--- config.mk ---
export PLATFORM = sky130hd
export DESIGN_NAME = lsu_queue_flat
export DESIGN_NICKNAME = d
export VERILOG_FILES = /design/src/rtl/lsu_queue_if.sv /design/src/rtl/lsu_queue.sv /design/src/flat_wrapper.sv
export SDC_FILE = /design/constraint.sdc
export NUM_CORES = 1
export LEC_CHECK = 0
export CAP_MARGIN = 20
export CELL_PAD_IN_SITES_DETAIL_PLACEMENT = 0
export CELL_PAD_IN_SITES_GLOBAL_PLACEMENT = 1
export CORE_ASPECT_RATIO = 0.8
export CORE_MARGIN = 2
export CORE_UTILIZATION = 47
export CTS_BUF_LIST = sky130_fd_sc_hd__clkbuf_4
export DETAILED_ROUTE_END_ITERATION = 10
export PLACE_DENSITY = 0.92
export SKIP_LAST_GASP = 1
export SYNTH_ARGS = -nofsm -noshare
export SYNTH_HDL_FRONTEND = slang
export SYNTH_SLANG_ARGS = --single-unit
--- constraint.sdc ---
create_clock -name clk -period 5.6 [get_ports clk]
set_clock_uncertainty 0.05 [all_clocks]
set_input_delay 1.68 -clock clk [delete_from_list [all_inputs] [get_ports clk]]
set_output_delay 1.68 -clock clk [all_outputs]
set_load 0.01 [all_outputs]
--- src/rtl/lsu_queue_if.sv ---
// lsu_queue_if -- bundles the request, writeback and memory-bus signals of
// the load/store queue.
//   request in : valid_in, addr, wdata, mem_op, mem_is_load,
//                rob_idx_in, rd_tag_in, rd_is_fp_in, full, count
//   writeback  : wb_valid, wb_value, wb_rob_idx, wb_dest_tag,
//                wb_dest_is_fp, wb_exception
//   memory     : mem_req, mem_we, mem_addr, mem_wdata, mem_wstrb,
//                mem_rdata, mem_ready
// modport slave is the queue itself; modport master is whoever drives
// requests and models the memory.
interface lsu_queue_if #(
  parameter int DEPTH  = 4,
  parameter int ROB_W  = 5,
  parameter int PREG_W = 6
);
  localparam int CNT_W = $clog2(DEPTH) + 1;

  logic              valid_in;
  logic [31:0]       addr;
  logic [31:0]       wdata;
  logic [2:0]        mem_op;
  logic              mem_is_load;
  logic [ROB_W-1:0]  rob_idx_in;
  logic [PREG_W-1:0] rd_tag_in;
  logic              rd_is_fp_in;
  logic              full;
  logic [CNT_W-1:0]  count;

  logic              wb_valid;
  logic [31:0]       wb_value;
  logic [ROB_W-1:0]  wb_rob_idx;
  logic [PREG_W-1:0] wb_dest_tag;
  logic              wb_dest_is_fp;
  logic              wb_exception;

  logic              mem_req;
  logic              mem_we;
  logic [31:0]       mem_addr;
  logic [31:0]       mem_wdata;
  logic [3:0]        mem_wstrb;
  logic [31:0]       mem_rdata;
  logic              mem_ready;

  modport slave (
    input  valid_in, addr, wdata, mem_op, mem_is_load,
           rob_idx_in, rd_tag_in, rd_is_fp_in,
    output full, count,
    output wb_valid, wb_value, wb_rob_idx, wb_dest_tag, wb_dest_is_fp,
           wb_exception,
    output mem_req, mem_we, mem_addr, mem_wdata, mem_wstrb,
    input  mem_rdata, mem_ready
  );

  modport master (
    output valid_in, addr, wdata, mem_op, mem_is_load,
           rob_idx_in, rd_tag_in, rd_is_fp_in,
    input  full, count,
    input  wb_valid, wb_value, wb_rob_idx, wb_dest_tag, wb_dest_is_fp,
           wb_exception,
    input  mem_req, mem_we, mem_addr, mem_wdata, mem_wstrb,
    output mem_rdata, mem_ready
  );
endinterface

--- src/rtl/lsu_queue.sv ---
// lsu_queue -- in-order load/store queue. Requests are buffered in a DEPTH
// entry FIFO; a head FSM issues one memory transfer per entry, formats the
// load result and produces a registered one-cycle writeback.
// Ports:
//   clk    sole clock, rising edge
//   rst_n  asynchronous active-low reset
//   flush  synchronous flush: empties the queue and abandons the head
//   bus    lsu_queue_if.slave (request, writeback and memory signals)
//
// state | meaning
// IDLE  | waiting for a head entry (or one arriving into an empty queue)
// MEM   | memory request for the head entry outstanding until mem_ready
// WB    | wb_valid high this cycle; head is popped at the end of it
module lsu_queue #(
  parameter int DEPTH  = 4,
  parameter int ROB_W  = 5,
  parameter int PREG_W = 6
) (
  input  logic       clk,
  input  logic       rst_n,
  input  logic       flush,
  lsu_queue_if.slave bus
);
  localparam int PTR_W = $clog2(DEPTH);
  localparam int CNT_W = $clog2(DEPTH) + 1;

  typedef enum logic [1:0] {
    IDLE = 2'd0,
    MEM  = 2'd1,
    WB   = 2'd2
  } state_e;

  state_e state_q, state_d;

  logic [31:0]       ent_addr_q  [DEPTH];
  logic [31:0]       ent_wdata_q [DEPTH];
  logic [2:0]        ent_op_q    [DEPTH];
  logic              ent_ld_q    [DEPTH];
  logic [ROB_W-1:0]  ent_rob_q   [DEPTH];
  logic [PREG_W-1:0] ent_tag_q   [DEPTH];
  logic              ent_fp_q    [DEPTH];
  logic              ent_exc_q   [DEPTH];

  logic [PTR_W-1:0] head_q, tail_q;
  logic [CNT_W-1:0] count_q;

  logic full, enq, pop, in_exc, in_mem;

  logic              wb_valid_q, wb_valid_d;
  logic [31:0]       wb_value_q, wb_value_d;
  logic [ROB_W-1:0]  wb_rob_q,   wb_rob_d;
  logic [PREG_W-1:0] wb_tag_q,   wb_tag_d;
  logic              wb_fp_q,    wb_fp_d;
  logic              wb_exc_q,   wb_exc_d;

  logic [31:0]       h_addr, h_wdata;
  logic [2:0]        h_op;
  logic              h_ld, h_fp, h_exc;
  logic [ROB_W-1:0]  h_rob;
  logic [PREG_W-1:0] h_tag;

  logic [7:0]  ld_byte;
  logic [15:0] ld_half;
  logic [31:0] ld_val;
  logic [3:0]  st_strb;
  logic [31:0] st_data;

  // sz is funct3[1:0]: 00 byte, 01 half, otherwise word
  function automatic logic misaligned(input logic [1:0] sz, input logic [1:0] a);
    logic m;
    if (sz[1])      m = (a != 2'b00);
    else if (sz[0]) m = a[0];
    else            m = 1'b0;
    return m;
  endfunction

  // full blocks enqueue even when the head pops this same cycle
  assign full   = (count_q == CNT_W'(DEPTH));
  assign enq    = bus.valid_in && !full && !flush;
  assign in_exc = misaligned(bus.mem_op[1:0], bus.addr[1:0]);

  always_ff @(posedge clk) begin
    if (enq) begin
      ent_addr_q[tail_q]  <= bus.addr;
      ent_wdata_q[tail_q] <= bus.wdata;
      ent_op_q[tail_q]    <= bus.mem_op;
      ent_ld_q[tail_q]    <= bus.mem_is_load;
      ent_rob_q[tail_q]   <= bus.rob_idx_in;
      ent_tag_q[tail_q]   <= bus.rd_tag_in;
      ent_fp_q[tail_q]    <= bus.rd_is_fp_in;
      ent_exc_q[tail_q]   <= in_exc;
    end
  end

  assign h_addr  = ent_addr_q[head_q];
  assign h_wdata = ent_wdata_q[head_q];
  assign h_op    = ent_op_q[head_q];
  assign h_ld    = ent_ld_q[head_q];
  assign h_rob   = ent_rob_q[head_q];
  assign h_tag   = ent_tag_q[head_q];
  assign h_fp    = ent_fp_q[head_q];
  assign h_exc   = ent_exc_q[head_q];

  always_ff @(posedge clk or negedge rst_n) begin
    if (!rst_n) begin
      head_q  <= '0;
      tail_q  <= '0;
      count_q <= '0;
    end else if (flush) begin
      head_q  <= '0;
      tail_q  <= '0;
      count_q <= '0;
    end else begin
      if (enq) tail_q <= tail_q + PTR_W'(1);
      if (pop) head_q <= head_q + PTR_W'(1);
      case ({enq, pop})
        2'b10:   count_q <= count_q + CNT_W'(1);
        2'b01:   count_q <= count_q - CNT_W'(1);
        default: count_q <= count_q;
      endcase
    end
  end

  // load result formatting from the returned word
  always_comb begin
    case (h_addr[1:0])
      2'd0:    ld_byte = bus.mem_rdata[7:0];
      2'd1:    ld_byte = bus.mem_rdata[15:8];
      2'd2:    ld_byte = bus.mem_rdata[23:16];
      default: ld_byte = bus.mem_rdata[31:24];
    endcase
    ld_half = h_addr[1] ? bus.mem_rdata[31:16] : bus.mem_rdata[15:0];
    case (h_op)
      3'b000:  ld_val = {{24{ld_byte[7]}}, ld_byte};
      3'b001:  ld_val = {{16{ld_half[15]}}, ld_half};
      3'b100:  ld_val = {24'h000000, ld_byte};
      3'b101:  ld_val = {16'h0000, ld_half};
      default: ld_val = bus.mem_rdata;
    endcase
  end

  // store lane replication and byte enables
  always_comb begin
    case (h_op[1:0])
      2'b00: begin
        st_strb = 4'b0001 << h_addr[1:0];
        st_data = {4{h_wdata[7:0]}};
      end
      2'b01: begin
        st_strb = 4'b0011 << h_addr[1:0];
        st_data = {2{h_wdata[15:0]}};
      end
      default: begin
        st_strb = 4'b1111;
        st_data = h_wdata;
      end
    endcase
  end

  always_comb begin
    state_d    = state_q;
    pop        = 1'b0;
    wb_valid_d = 1'b0;
    wb_value_d = wb_value_q;
    wb_rob_d   = wb_rob_q;
    wb_tag_d   = wb_tag_q;
    wb_fp_d    = wb_fp_q;
    wb_exc_d   = wb_exc_q;
    case (state_q)
      IDLE: begin
        if (count_q != '0) begin
          if (h_exc) begin
            state_d    = WB;
            wb_valid_d = 1'b1;
            wb_value_d = '0;
            wb_exc_d   = 1'b1;
            wb_rob_d   = h_rob;
            wb_tag_d   = h_tag;
            wb_fp_d    = h_fp;
          end else begin
            state_d = MEM;
          end
        end else if (enq && !in_exc) begin
          // bypass: a clean request into an empty queue issues next cycle
          state_d = MEM;
        end
      end
      MEM: begin
        if (bus.mem_ready) begin
          state_d    = WB;
          wb_valid_d = 1'b1;
          wb_value_d = h_ld ? ld_val : '0;
          wb_exc_d   = 1'b0;
          wb_rob_d   = h_rob;
          wb_tag_d   = h_tag;
          wb_fp_d    = h_fp;
        end
      end
      WB: begin
        pop     = 1'b1;
        state_d = IDLE;
      end
      default: state_d = IDLE;
    endcase
    if (flush) begin
      state_d    = IDLE;
      wb_valid_d = 1'b0;
      pop        = 1'b0;
    end
  end

  always_ff @(posedge clk or negedge rst_n) begin
    if (!rst_n) begin
      state_q    <= IDLE;
      wb_valid_q <= 1'b0;
      wb_value_q <= '0;
      wb_rob_q   <= '0;
      wb_tag_q   <= '0;
      wb_fp_q    <= 1'b0;
      wb_exc_q   <= 1'b0;
    end else begin
      state_q    <= state_d;
      wb_valid_q <= wb_valid_d;
      wb_value_q <= wb_value_d;
      wb_rob_q   <= wb_rob_d;
      wb_tag_q   <= wb_tag_d;
      wb_fp_q    <= wb_fp_d;
      wb_exc_q   <= wb_exc_d;
    end
  end

  assign in_mem = (state_q == MEM);

  assign bus.full          = full;
  assign bus.count         = count_q;
  assign bus.mem_req       = in_mem;
  assign bus.mem_we        = in_mem && !h_ld;
  assign bus.mem_addr      = in_mem ? {h_addr[31:2], 2'b00} : '0;
  assign bus.mem_wdata     = (in_mem && !h_ld) ? st_data : '0;
  assign bus.mem_wstrb     = (in_mem && !h_ld) ? st_strb : '0;
  assign bus.wb_valid      = wb_valid_q;
  assign bus.wb_value      = wb_value_q;
  assign bus.wb_rob_idx    = wb_rob_q;
  assign bus.wb_dest_tag   = wb_tag_q;
  assign bus.wb_dest_is_fp = wb_fp_q;
  assign bus.wb_exception  = wb_exc_q;
endmodule

--- src/flat_wrapper.sv ---
// flat-port wrapper written by rule: the top's interface ports become plain ports
module lsu_queue_flat 
#(
  parameter int DEPTH  = 4,
  parameter int ROB_W  = 5,
  parameter int PREG_W = 6
)
  (clk, rst_n, flush, bus_valid_in, bus_addr, bus_wdata, bus_mem_op, bus_mem_is_load, bus_rob_idx_in, bus_rd_tag_in, bus_rd_is_fp_in, bus_full, bus_count, bus_wb_valid, bus_wb_value, bus_wb_rob_idx, bus_wb_dest_tag, bus_wb_dest_is_fp, bus_wb_exception, bus_mem_req, bus_mem_we, bus_mem_addr, bus_mem_wdata, bus_mem_wstrb, bus_mem_rdata, bus_mem_ready);
  lsu_queue_if #(.DEPTH(DEPTH), .ROB_W(ROB_W), .PREG_W(PREG_W)) bus_i ();
  input  logic clk;
  input  logic rst_n;
  input  logic flush;
  input wire logic [$bits(bus_i.valid_in)-1:0] bus_valid_in;
  input wire logic [$bits(bus_i.addr)-1:0] bus_addr;
  input wire logic [$bits(bus_i.wdata)-1:0] bus_wdata;
  input wire logic [$bits(bus_i.mem_op)-1:0] bus_mem_op;
  input wire logic [$bits(bus_i.mem_is_load)-1:0] bus_mem_is_load;
  input wire logic [$bits(bus_i.rob_idx_in)-1:0] bus_rob_idx_in;
  input wire logic [$bits(bus_i.rd_tag_in)-1:0] bus_rd_tag_in;
  input wire logic [$bits(bus_i.rd_is_fp_in)-1:0] bus_rd_is_fp_in;
  output wire logic [$bits(bus_i.full)-1:0] bus_full;
  output wire logic [$bits(bus_i.count)-1:0] bus_count;
  output wire logic [$bits(bus_i.wb_valid)-1:0] bus_wb_valid;
  output wire logic [$bits(bus_i.wb_value)-1:0] bus_wb_value;
  output wire logic [$bits(bus_i.wb_rob_idx)-1:0] bus_wb_rob_idx;
  output wire logic [$bits(bus_i.wb_dest_tag)-1:0] bus_wb_dest_tag;
  output wire logic [$bits(bus_i.wb_dest_is_fp)-1:0] bus_wb_dest_is_fp;
  output wire logic [$bits(bus_i.wb_exception)-1:0] bus_wb_exception;
  output wire logic [$bits(bus_i.mem_req)-1:0] bus_mem_req;
  output wire logic [$bits(bus_i.mem_we)-1:0] bus_mem_we;
  output wire logic [$bits(bus_i.mem_addr)-1:0] bus_mem_addr;
  output wire logic [$bits(bus_i.mem_wdata)-1:0] bus_mem_wdata;
  output wire logic [$bits(bus_i.mem_wstrb)-1:0] bus_mem_wstrb;
  input wire logic [$bits(bus_i.mem_rdata)-1:0] bus_mem_rdata;
  input wire logic [$bits(bus_i.mem_ready)-1:0] bus_mem_ready;
  assign bus_i.valid_in = bus_valid_in;
  assign bus_i.addr = bus_addr;
  assign bus_i.wdata = bus_wdata;
  assign bus_i.mem_op = bus_mem_op;
  assign bus_i.mem_is_load = bus_mem_is_load;
  assign bus_i.rob_idx_in = bus_rob_idx_in;
  assign bus_i.rd_tag_in = bus_rd_tag_in;
  assign bus_i.rd_is_fp_in = bus_rd_is_fp_in;
  assign bus_full = bus_i.full;
  assign bus_count = bus_i.count;
  assign bus_wb_valid = bus_i.wb_valid;
  assign bus_wb_value = bus_i.wb_value;
  assign bus_wb_rob_idx = bus_i.wb_rob_idx;
  assign bus_wb_dest_tag = bus_i.wb_dest_tag;
  assign bus_wb_dest_is_fp = bus_i.wb_dest_is_fp;
  assign bus_wb_exception = bus_i.wb_exception;
  assign bus_mem_req = bus_i.mem_req;
  assign bus_mem_we = bus_i.mem_we;
  assign bus_mem_addr = bus_i.mem_addr;
  assign bus_mem_wdata = bus_i.mem_wdata;
  assign bus_mem_wstrb = bus_i.mem_wstrb;
  assign bus_i.mem_rdata = bus_mem_rdata;
  assign bus_i.mem_ready = bus_mem_ready;
  lsu_queue #(.DEPTH(DEPTH), .ROB_W(ROB_W), .PREG_W(PREG_W)) u_core (.clk(clk), .rst_n(rst_n), .flush(flush), .bus(bus_i));
endmodule
# Yosys cells after proc, flatten, opt, wreduce, memory -nomap -nowiden
# Memory sizes are Yosys's and may differ from the RTL's.
# Index checks and enable logic that the tools add are counted.
# Widths: inputs -> output; s select.
dict set report totals {
  mem_count 8
  input_bits 117
  elab_cells 112
  ramBits 324
  register_bits 55
  output_inout_bits 120
}
# name depth word_bits read_ports rd_ports_with_merged_regs write_ports line
set mem_list {}
lappend mem_list {u_core.ent_addr_q 4 32 1 0 1 lsu_queue.sv:35} ;# logic [31:0] ent_addr_q [DEPTH];
lappend mem_list {u_core.ent_wdata_q 4 32 1 0 1 lsu_queue.sv:36} ;# logic [31:0] ent_wdata_q [DEPTH];
lappend mem_list {u_core.ent_tag_q 4 6 1 0 1 lsu_queue.sv:40} ;# logic [PREG_W-1:0] ent_tag_q [DEPTH];
lappend mem_list {u_core.ent_rob_q 4 5 1 0 1 lsu_queue.sv:39} ;# logic [ROB_W-1:0] ent_rob_q [DEPTH];
lappend mem_list {u_core.ent_op_q 4 3 1 0 1 lsu_queue.sv:37} ;# logic [2:0] ent_op_q [DEPTH];
lappend mem_list {u_core.ent_exc_q 4 1 1 0 1 lsu_queue.sv:42} ;# logic ent_exc_q [DEPTH];
lappend mem_list {{2 more memories} n/a n/a n/a n/a n/a n/a}
dict set report op_classes {
  reduce_logical 20
  n_shift 2
  n_eq_ne 16
  addsub 4
  n_mux 52
}
# cell n
set ops {}
lappend ops {{$mux 32} 6}
lappend ops {{$pmux 32 s2} 2}
lappend ops {{$pmux 32 s4} 1}
lappend ops {{$pmux 8 s3} 1}
lappend ops {{$mux 2} 9}
lappend ops {{$mux 6} 3}
lappend ops {{$mux 1} 16}
lappend ops {{$mux 16} 1}
lappend ops {{$mux 5} 3}
lappend ops {{$pmux 6 s2} 1}
lappend ops {{$pmux 5 s2} 1}
lappend ops {{$eq 3x3->1 const B} 3}
lappend ops {{$eq 2x1->1 const B} 4}
lappend ops {{$pmux 4 s2} 1}
lappend ops {{$reduce_bool 2->1} 4}
lappend ops {{$eq 2x2->1 const B} 3}
lappend ops {{$logic_not 2->1} 3}
lappend ops {{$pmux 1 s2} 3}
lappend ops {{$pmux 3 s2} 1}
lappend ops {{$reduce_bool 3->1} 2}
lappend ops {{$add 2x1->2 const B} 2}
lappend ops {{$logic_and 1x1->1} 4}
lappend ops {{$logic_not 1->1} 4}
lappend ops {{$mux 4} 1}
lappend ops {{14 further kinds} 15}

# Longest topological paths before layout
# Gate-level depths: netlist (run 1).
dict set report logic_depth {
  ltp_word 9
  mapped_depth 9
  mapped_depth_nobuf 8
}

# Worst setup path after synthesis (run 1)
# OpenSTA, ideal clock, no wires.
dict set report synth_path {
  path_kind {in2reg}
  startpoint {input bus_valid_in}
  endpoint {memory u_core.ent_addr_q[0][0] (enable)}
  path_slack_ns 1.137
  arrival_ns 3.964
  path_stages 4
  required_ns 5.101
  path_buffers 1
  path_cell_list {nand2b_1 clkbuf_1 nor2_1 and2_1}
}
dict set report synth_between {
  elab_chain_len 4
}
# item line
set synth_lines {}
lappend synth_lines {{from (decl)} flat_wrapper.sv:13} ;# input wire logic [$bits(bus_i.valid_in)-1:0] bus_valid_in;
lappend synth_lines {{$logic_and 1x1->1 (2 in series)} lsu_queue.sv:79} ;# assign enq = bus.valid_in && !full && !flush;
lappend synth_lines {{$mux 1} lsu_queue.sv:83} ;# if (enq) begin
lappend synth_lines {{$mux 1 (not written as such)} lsu_queue.sv:84} ;# ent_addr_q[tail_q] <= bus.addr;
lappend synth_lines {{to (decl)} lsu_queue.sv:35}
# No other way between the ends.

# Worst setup path in the final report (run 1)
dict set report layout_path {
  startpoint {register u_core.head_q[0]}
  endpoint {output bus_mem_wdata[26]}
}
dict set report layout_between {
  elab_chain_len 4
}
# item line
set layout_lines {}
lappend layout_lines {{from (decl)} lsu_queue.sv:44} ;# logic [PTR_W-1:0] head_q, tail_q;
lappend layout_lines {{from (signal assigned)} lsu_queue.sv:115} ;# if (pop) head_q <= head_q + PTR_W'(1);
lappend layout_lines {{$mem_v2 4x3 / $mem_v2 4x1 (equally long branches)} n/a}
lappend layout_lines {{$eq 2x1->1, or another cell as far along} lsu_queue.sv:144} ;# case (h_op[1:0])
lappend layout_lines {{$pmux 32 s2 / $logic_and 1x1->1 (equally long branches)} {lsu_queue.sv:144, lsu_queue.sv:239}}
lappend layout_lines {{$mux 32 (*)} lsu_queue.sv:239} ;# assign bus.mem_wdata = (in_mem && !h_ld) ? st_data : '0;
lappend layout_lines {{to (decl)} flat_wrapper.sv:32} ;# output wire logic [$bits(bus_i.mem_wdata)-1:0] bus_mem_wdata;
# Every way passes the cells marked *; elsewhere a longest branch is shown, timed or not.

==> results of run 1 <==
[cells by family after synthesis]
| family | Yosys count | synth area share (%) |
|---|---|---|
| buffers and inverters | 61 | 1.97 |
| DFF | 379 | 72.7 |
| xor gates and xnor gates | 6 | 0.344 |
| and+or+nand+nor | 156 | 5.14 |
| other | 1 | 0.0245 |
| AOI/OAI and AO/OA | 119 | 5.19 |
| muxes | 112 | 14.2 |
| adders and majority gates | 5 | 0.459 |
[stage by stage]
| stage | hold slack, ns | setup WS, ns |
|---|---|---|
| 2_1_floorplan | 0.468 | 1.14 |
| 5_1_grt | 0.441 | 0.0311 |
| 6_report | 0.424 | 0.271 |
| 4_1_cts | 0.430 | 0.139 |
| 3_5_place_dp | 0.417 | 0.939 |
| 3_3_place_gp | 0.415 | 1.01 |
[area by class of cell]
cell class                 instances  area (µm²)
inverter                           7        26.3
sequential                       379       11100
timing repair buffer             247        2480
clock inverter                    20         156
multi-input combinational        400        3890
tap                              427         534
clock buffer                     147        1100
antenna                            6        15.0
fill                            2462       12900
[worst register-to-register path: stages, from the launching register on]
cell and delay [ns]:
dfrtp_4 0.72, buf_4 0.58, buf_4 0.42, mux4_2 0.27, nand2b_1 0.09, or2_2 0.31, a21oi_2 0.78, mux2_2 0.44
[state kept, by name, indices dropped and copies added (netlist names), 5 cells and up]
name and count:
u_core.bus.wb_dest_tag 6, u_core.bus.wb_rob_idx 5, u_core.bus.wb_value 32, u_core.ent_addr_q 128
u_core.ent_op_q 12, u_core.ent_rob_q 20, u_core.ent_tag_q 24, u_core.ent_wdata_q 128
[layout by cell type, fill, tap and decap left out, types with 5 or more instances in the layout]
cell             synthesis  layout
o22ai_1                  8       8
nand3_1                 17      17
xnor2_1                  5       5
clkinv_1                 0      14
diode_2                  0       6
a311oi_1                 8       8
edfxtp_1               324     324
o21ai_0                 28      28
clkdlybuf4s50_1          0     233
a21o_1                   8       8
a221oi_1                 7       7
and2_1                  35      31
inv_1                    7       7
nor2b_1                 10       9
a21oi_1                 29      29
nor2_1                  25      25
o2bb2ai_1                7       7
nand2_1                 53      53
mux2_2                  15      15
mux2i_1                 15      15
buf_4                    5       9
clkbuf_4                 0     147
mux4_2                  81      81
a32oi_1                 16      16
dfrtp_1                 55      53
[how the worst min path moves through the flow]
stage                     slack, ns  cells past startpoint                                 end                                from
after floorplan                0.47                      1  u_core.bus.wb_value[0]$_DFFE_PN0P_  u_core.bus.wb_value[0]$_DFFE_PN0P_
after global placement         0.41                      1  u_core.bus.wb_value[2]$_DFFE_PN0P_  u_core.bus.wb_value[2]$_DFFE_PN0P_
after detailed placement       0.42                      1  u_core.bus.wb_value[3]$_DFFE_PN0P_  u_core.bus.wb_value[3]$_DFFE_PN0P_
after CTS                      0.43                      1  u_core.bus.wb_value[3]$_DFFE_PN0P_  u_core.bus.wb_value[3]$_DFFE_PN0P_
after global routing           0.44                      1  u_core.bus.wb_value[2]$_DFFE_PN0P_  u_core.bus.wb_value[2]$_DFFE_PN0P_
final                          0.42                      1  u_core.bus.wb_value[2]$_DFFE_PN0P_  u_core.bus.wb_value[2]$_DFFE_PN0P_
[metal layers]
layer	global-route usage (%)	share of wire (%)	up-vias
met5	0	0.078	-
met4	7.26	1.7	4
met3	6.50	9.3	55
met2	32.4	47	390
met1	28.2	42	4441
li1	-	-	3994
[where the power goes]
part	internal, µW	switching (µW)
clock network	1320	1050
logic	1060	998
registers	3360	164
total	5750	2220
==> qor.txt, run 1 <==
Die area: 34,000 µm²
Total stage count of the critical path: 4
Final count of hold timing violations: 0
CP cell instances: mux4_2 > nand2b_2 > a311oi_1 > clkdlybuf4s50_1
Status: finished, final reports clean
Pwr Density: 412 nW/µm²
Slew margin rel.: 30.7%
Worst-path clk slew: 0.07 ns
Worst Reg2Reg Path Length in Cells: 7
Syn Inst Count: 839
Rows: 59
DR vias: 8,884
Non-Filler Instances: 1,633
Syn Std Cell Area: 15,300 µm²
Max-Cap Viols: 0
Tot GR Track Use: 20.9%
Design area: 19,300 µm²
F_max: 188 MHz
VDD IR max: 0.231 mV
CTS tree: built
Layout cells sized above 1: 23.2%
Die width: 206 µm
CP required: 3.87 ns
Hold_buf cts: 0
Crit Path Category: register to output pin
Clock Latency Late Sink: 0.72 ns
Final wirelength: 34.6 mm
CP endpoint: bus_mem_wdata[26]
Area contributors post-synth: edfxtp_1 64%, mux4_2 12%, dfrtp_1 9.0%
RR Startpoint: u_core.head_q[0]$_DFFE_PN0P_
Fin nets: 1,251
Ports: 237
CP startpoint kind: register
CTS buffer count: 94
Most frequent cell after synthesis: edfxtp_1
Placed instance area: 18,000 µm²
YS warnings: 0
Slew @ Worst Pin: 1.04 ns
CTS resizes: 0
R2R Setup Slk: 1.81 ns
Port Buffers: 234
Placer Congestion: 0.854
Async S/R FF share, synth: 14.5%
Die height: 165 µm
Area Growth Syn to Fin: 26.5%
Synth top area share: 63.7%
Final min period: 5.33 ns
Root Buffer: clkbuf_4
Post-synth EDFFs: 324
Core Util, Final: 59.9%
H-tree depth: 3
Overall power: 7970 µW
HPWL after detailed placement: 21.6 mm
Worst Setup SP: u_core.head_q[0]$_DFFE_PN0P_
DR WL/cell: 21.2 µm
LEAKAGE: 0.00665 µW
Vias in the first global route: 9,494
Buf/Inv on CP: 1
Crit path max-delay family: flip-flops
Vias/cell: 5.44
Most frequent cells after synthesis: 324 x edfxtp_1, 81 x mux4_2, 55 x dfrtp_1
Total gr overflow: 0
Placed cell count: 1,460
Count of different cell masters after synthesis: 48
DR iter-0 viols: 667
Initial antenna violation count: 5
Synth Area per Inst: 18.2 µm²
CP arrival: 3.60 ns
Slowest stage delay, CP: 0.72 ns
DR pass1 iterations: 5
Worst Hold Class: register to register
Worst R2R End: u_core.bus.wb_dest_tag[5]$_DFFE_PN0P_
Post-synth top flop: edfxtp_1
Crit Path Max Fanout: 37
Post-CTS setup buffer count: 0
Pin count of the biggest net entering global routing: 56
# clock sinks: 379
Final period util: 95.2%
Fin Setup TNS: 0 ns
First-pass GRT wire length: 53.0 mm
Slowest cell on the critical path: dfrtp_4
DRT antenna net count: 0
Leading area contributor after synthesis: edfxtp_1
Core area: 32,300 µm²
RSZ-0062 raised after global routing: false
Clock buffer depth: 3
FF+latch count, synth: 379
Max Slew Vio Count: 0
Initial Util: 47.4%
DRC viols: 0
Final setup violating endpoints: 0
Sequential area share after synthesis: 72.7%
Kind of end point of the critical path: output pin
Note: power is estimated with default switching activity, not from simulation.
==> inputs of run 2 (changes only) <==
--- a/config.mk
+++ b/config.mk
@@ -10,10 +10,10 @@
 export CELL_PAD_IN_SITES_GLOBAL_PLACEMENT = 1
 export CORE_ASPECT_RATIO = 0.8
 export CORE_MARGIN = 2
-export CORE_UTILIZATION = 47
+export CORE_UTILIZATION = 51
 export CTS_BUF_LIST = sky130_fd_sc_hd__clkbuf_4
 export DETAILED_ROUTE_END_ITERATION = 10
-export PLACE_DENSITY = 0.92
+export PLACE_DENSITY = 0.95
 export SKIP_LAST_GASP = 1
 export SYNTH_ARGS = -nofsm -noshare
 export SYNTH_HDL_FRONTEND = slang
==> qor.txt, run 2 (synthesized netlist as in run 1, its figures left out) <==
Post-CTS setup buffer count: 0
Rows: 56
CP arrival: 3.65 ns
RSZ-0062 raised after global routing: false
VDD IR max: 0.233 mV
Max-Cap Viols: 0
Worst R2R End: u_core.bus.wb_rob_idx[0]$_DFFE_PN0P_
Pwr Density: 410 nW/µm²
Core area: 29,400 µm²
CTS tree: built
P_int: 5670 µW
Worst-path clk slew: 0.07 ns
Die width: 198 µm
Clock buffer depth: 3
DRC viols: 0
CTS buffer count: 90
Fin nets: 1,248
Clock power frac: 29.0%
F_max: 186 MHz
First-pass GRT wire length: 54.5 mm
Flop pwr share: 44.9%
LEAKAGE: 0.00663 µW
Tot GR Track Use: 23.0%
Die height: 159 µm
Final period util: 96.1%
Final count of hold timing violations: 0
Commonest non-fill, non-tap cell in the layout: edfxtp_1
DR WL/cell: 22.2 µm
Final min period: 5.38 ns
Slew @ Worst Pin: 0.989 ns
CP cell instances: mux4_2 > nor2_2 > nand2_1 > a21oi_1 > clkdlybuf4s50_1
Root Buffer: clkbuf_4
Placed instance area: 18,000 µm²
Final setup violating endpoints: 0
CP required: 3.87 ns
Die area: 31,400 µm²
CTS resizes: 0
R2R Setup Slk: 2.09 ns
Status: finished, final reports clean
Final wirelength: 35.1 mm
Design area: 19,200 µm²
Port Buffers: 234
Slowest stage delay, CP: 0.78 ns
H-tree depth: 3
HPWL after detailed placement: 22.0 mm
Placer Congestion: 0.836
DR pass1 iterations: 5
CP startpoint kind: register
DR iter-0 viols: 793
Worst Reg2Reg Path Length in Cells: 6
# clock sinks: 379
RR Startpoint: u_core.head_q[0]$_DFFE_PN0P_
Combinational Power Share: 26.1%
Vias/cell: 5.68
Slew margin rel.: 34.0%
Pin count of the biggest net entering global routing: 53
Overall power: 7890 µW
Fin Setup TNS: 0 ns
Initial antenna violation count: 4
Total gr overflow: 0
Layout cells sized above 1: 22.9%
Hold EP: u_core.bus.wb_value[6]$_DFFE_PN0P_
Crit Path Max Fanout: 26
Worst hold stages: 1
Hold_buf cts: 0
P_sw: 2220 µW
Ports: 237
Leading cell types in the layout, fill and taps excluded: 324 x edfxtp_1, 233 x clkdlybuf4s50_1, 141 x clkbuf_4
DR vias: 8,977
Slowest cell on the critical path: mux4_2
Min-delay src: u_core.bus.wb_value[6]$_DFFE_PN0P_
Switching Fraction: 28.2%
Kind of end point of the critical path: output pin
Crit Path Category: register to output pin
Clock Latency Late Sink: 0.71 ns
Initial Util: 51.9%
Max Slew Vio Count: 0
DRT antenna net count: 0
Worst Hold Class: register to register
Area Growth Syn to Fin: 25.8%
Vias in the first global route: 9,554
run 2: cell types whose count changed in the layout (fill, tap and decap cells not counted), moves of 2 or more:
cell | previous run | this run
clkbuf_4 | 147 | 141
clkinv_2 | 2 | 5
diode_2 | 6 | 4
clkinv_1 | 14 | 16
run 2: worst max-delay path by stage:
stage	start	to	slack, ns
final	u_core.head_q[0]$_DFFE_PN0P_	bus_mem_wdata[9]	0.22
after global routing	u_core.head_q[0]$_DFFE_PN0P_	bus_mem_wdata[9]	0.02
after CTS	u_core.head_q[0]$_DFFE_PN0P_	bus_mem_wdata[25]	0.04
after detailed placement	u_core.head_q[0]$_DFFE_PN0P_	bus_mem_wdata[25]	0.86
after global placement	u_core.head_q[0]$_DFFE_PN0P_	bus_mem_wdata[25]	0.88
after floorplan	bus_valid_in	u_core.ent_addr_q[0][0]$_DFFE_PP_	1.14
run 2: area by class of cell:
type | count | area, µm²
Clock buffer | 141 | 1060
Timing Repair Buffer | 248 | 2500
Multi-Input combinational cell | 400 | 3890
Tap cell | 377 | 472
Inverter | 7 | 26.3
Fill cell | 2024 | 10200
Antenna cell | 4 | 10.0
Clock inverter | 25 | 156
Sequential cell | 379 | 11100
run 2: critical path, delay by kind of cell (launching register included):
kind            cells  cell delay (ns)
mux                 1             0.78
buf+inv             1             0.59
simple gates        2             0.56
flops               1             0.75
compound gates      1             0.25
run 2: power by group through the flow:
stage,Sequential [µW],Combinational (µW),Clock [µW]
after floorplan,3610,1120,0
after global placement,3590,2040,0
after detailed placement,3600,2070,0
after CTS,3540,2080,2350
after global routing,3580,2220,2490
final,3540,2060,2290
run 2: stage by stage:
| stage | hold WS (ns) | setup slack, ns | cells | util [%] |
|---|---|---|---|---|
| after floorplan | 0.468 | 1.14 | 840 | - |
| after global placement | 0.414 | 0.876 | 1411 | 61.1 |
| final | 0.440 | 0.218 | 1581 | 65.3 |
| after global routing | 0.459 | 0.0196 | 1579 | 65.3 |
| after detailed placement | 0.426 | 0.863 | 1411 | 61.1 |
| after CTS | 0.442 | 0.0381 | 1577 | 65.3 |
run 2: per-layer routing:
metal / vias to the layer above / GRT usage, % / wire length (µm)
li1: 3996 / - / -
met1: 4503 / 31.2 / 14600
met2: 429 / 36.3 / 16700
met3: 45 / 6.63 / 3330
met4: 4 / 6.97 / 446
met5: - / 0 / 21
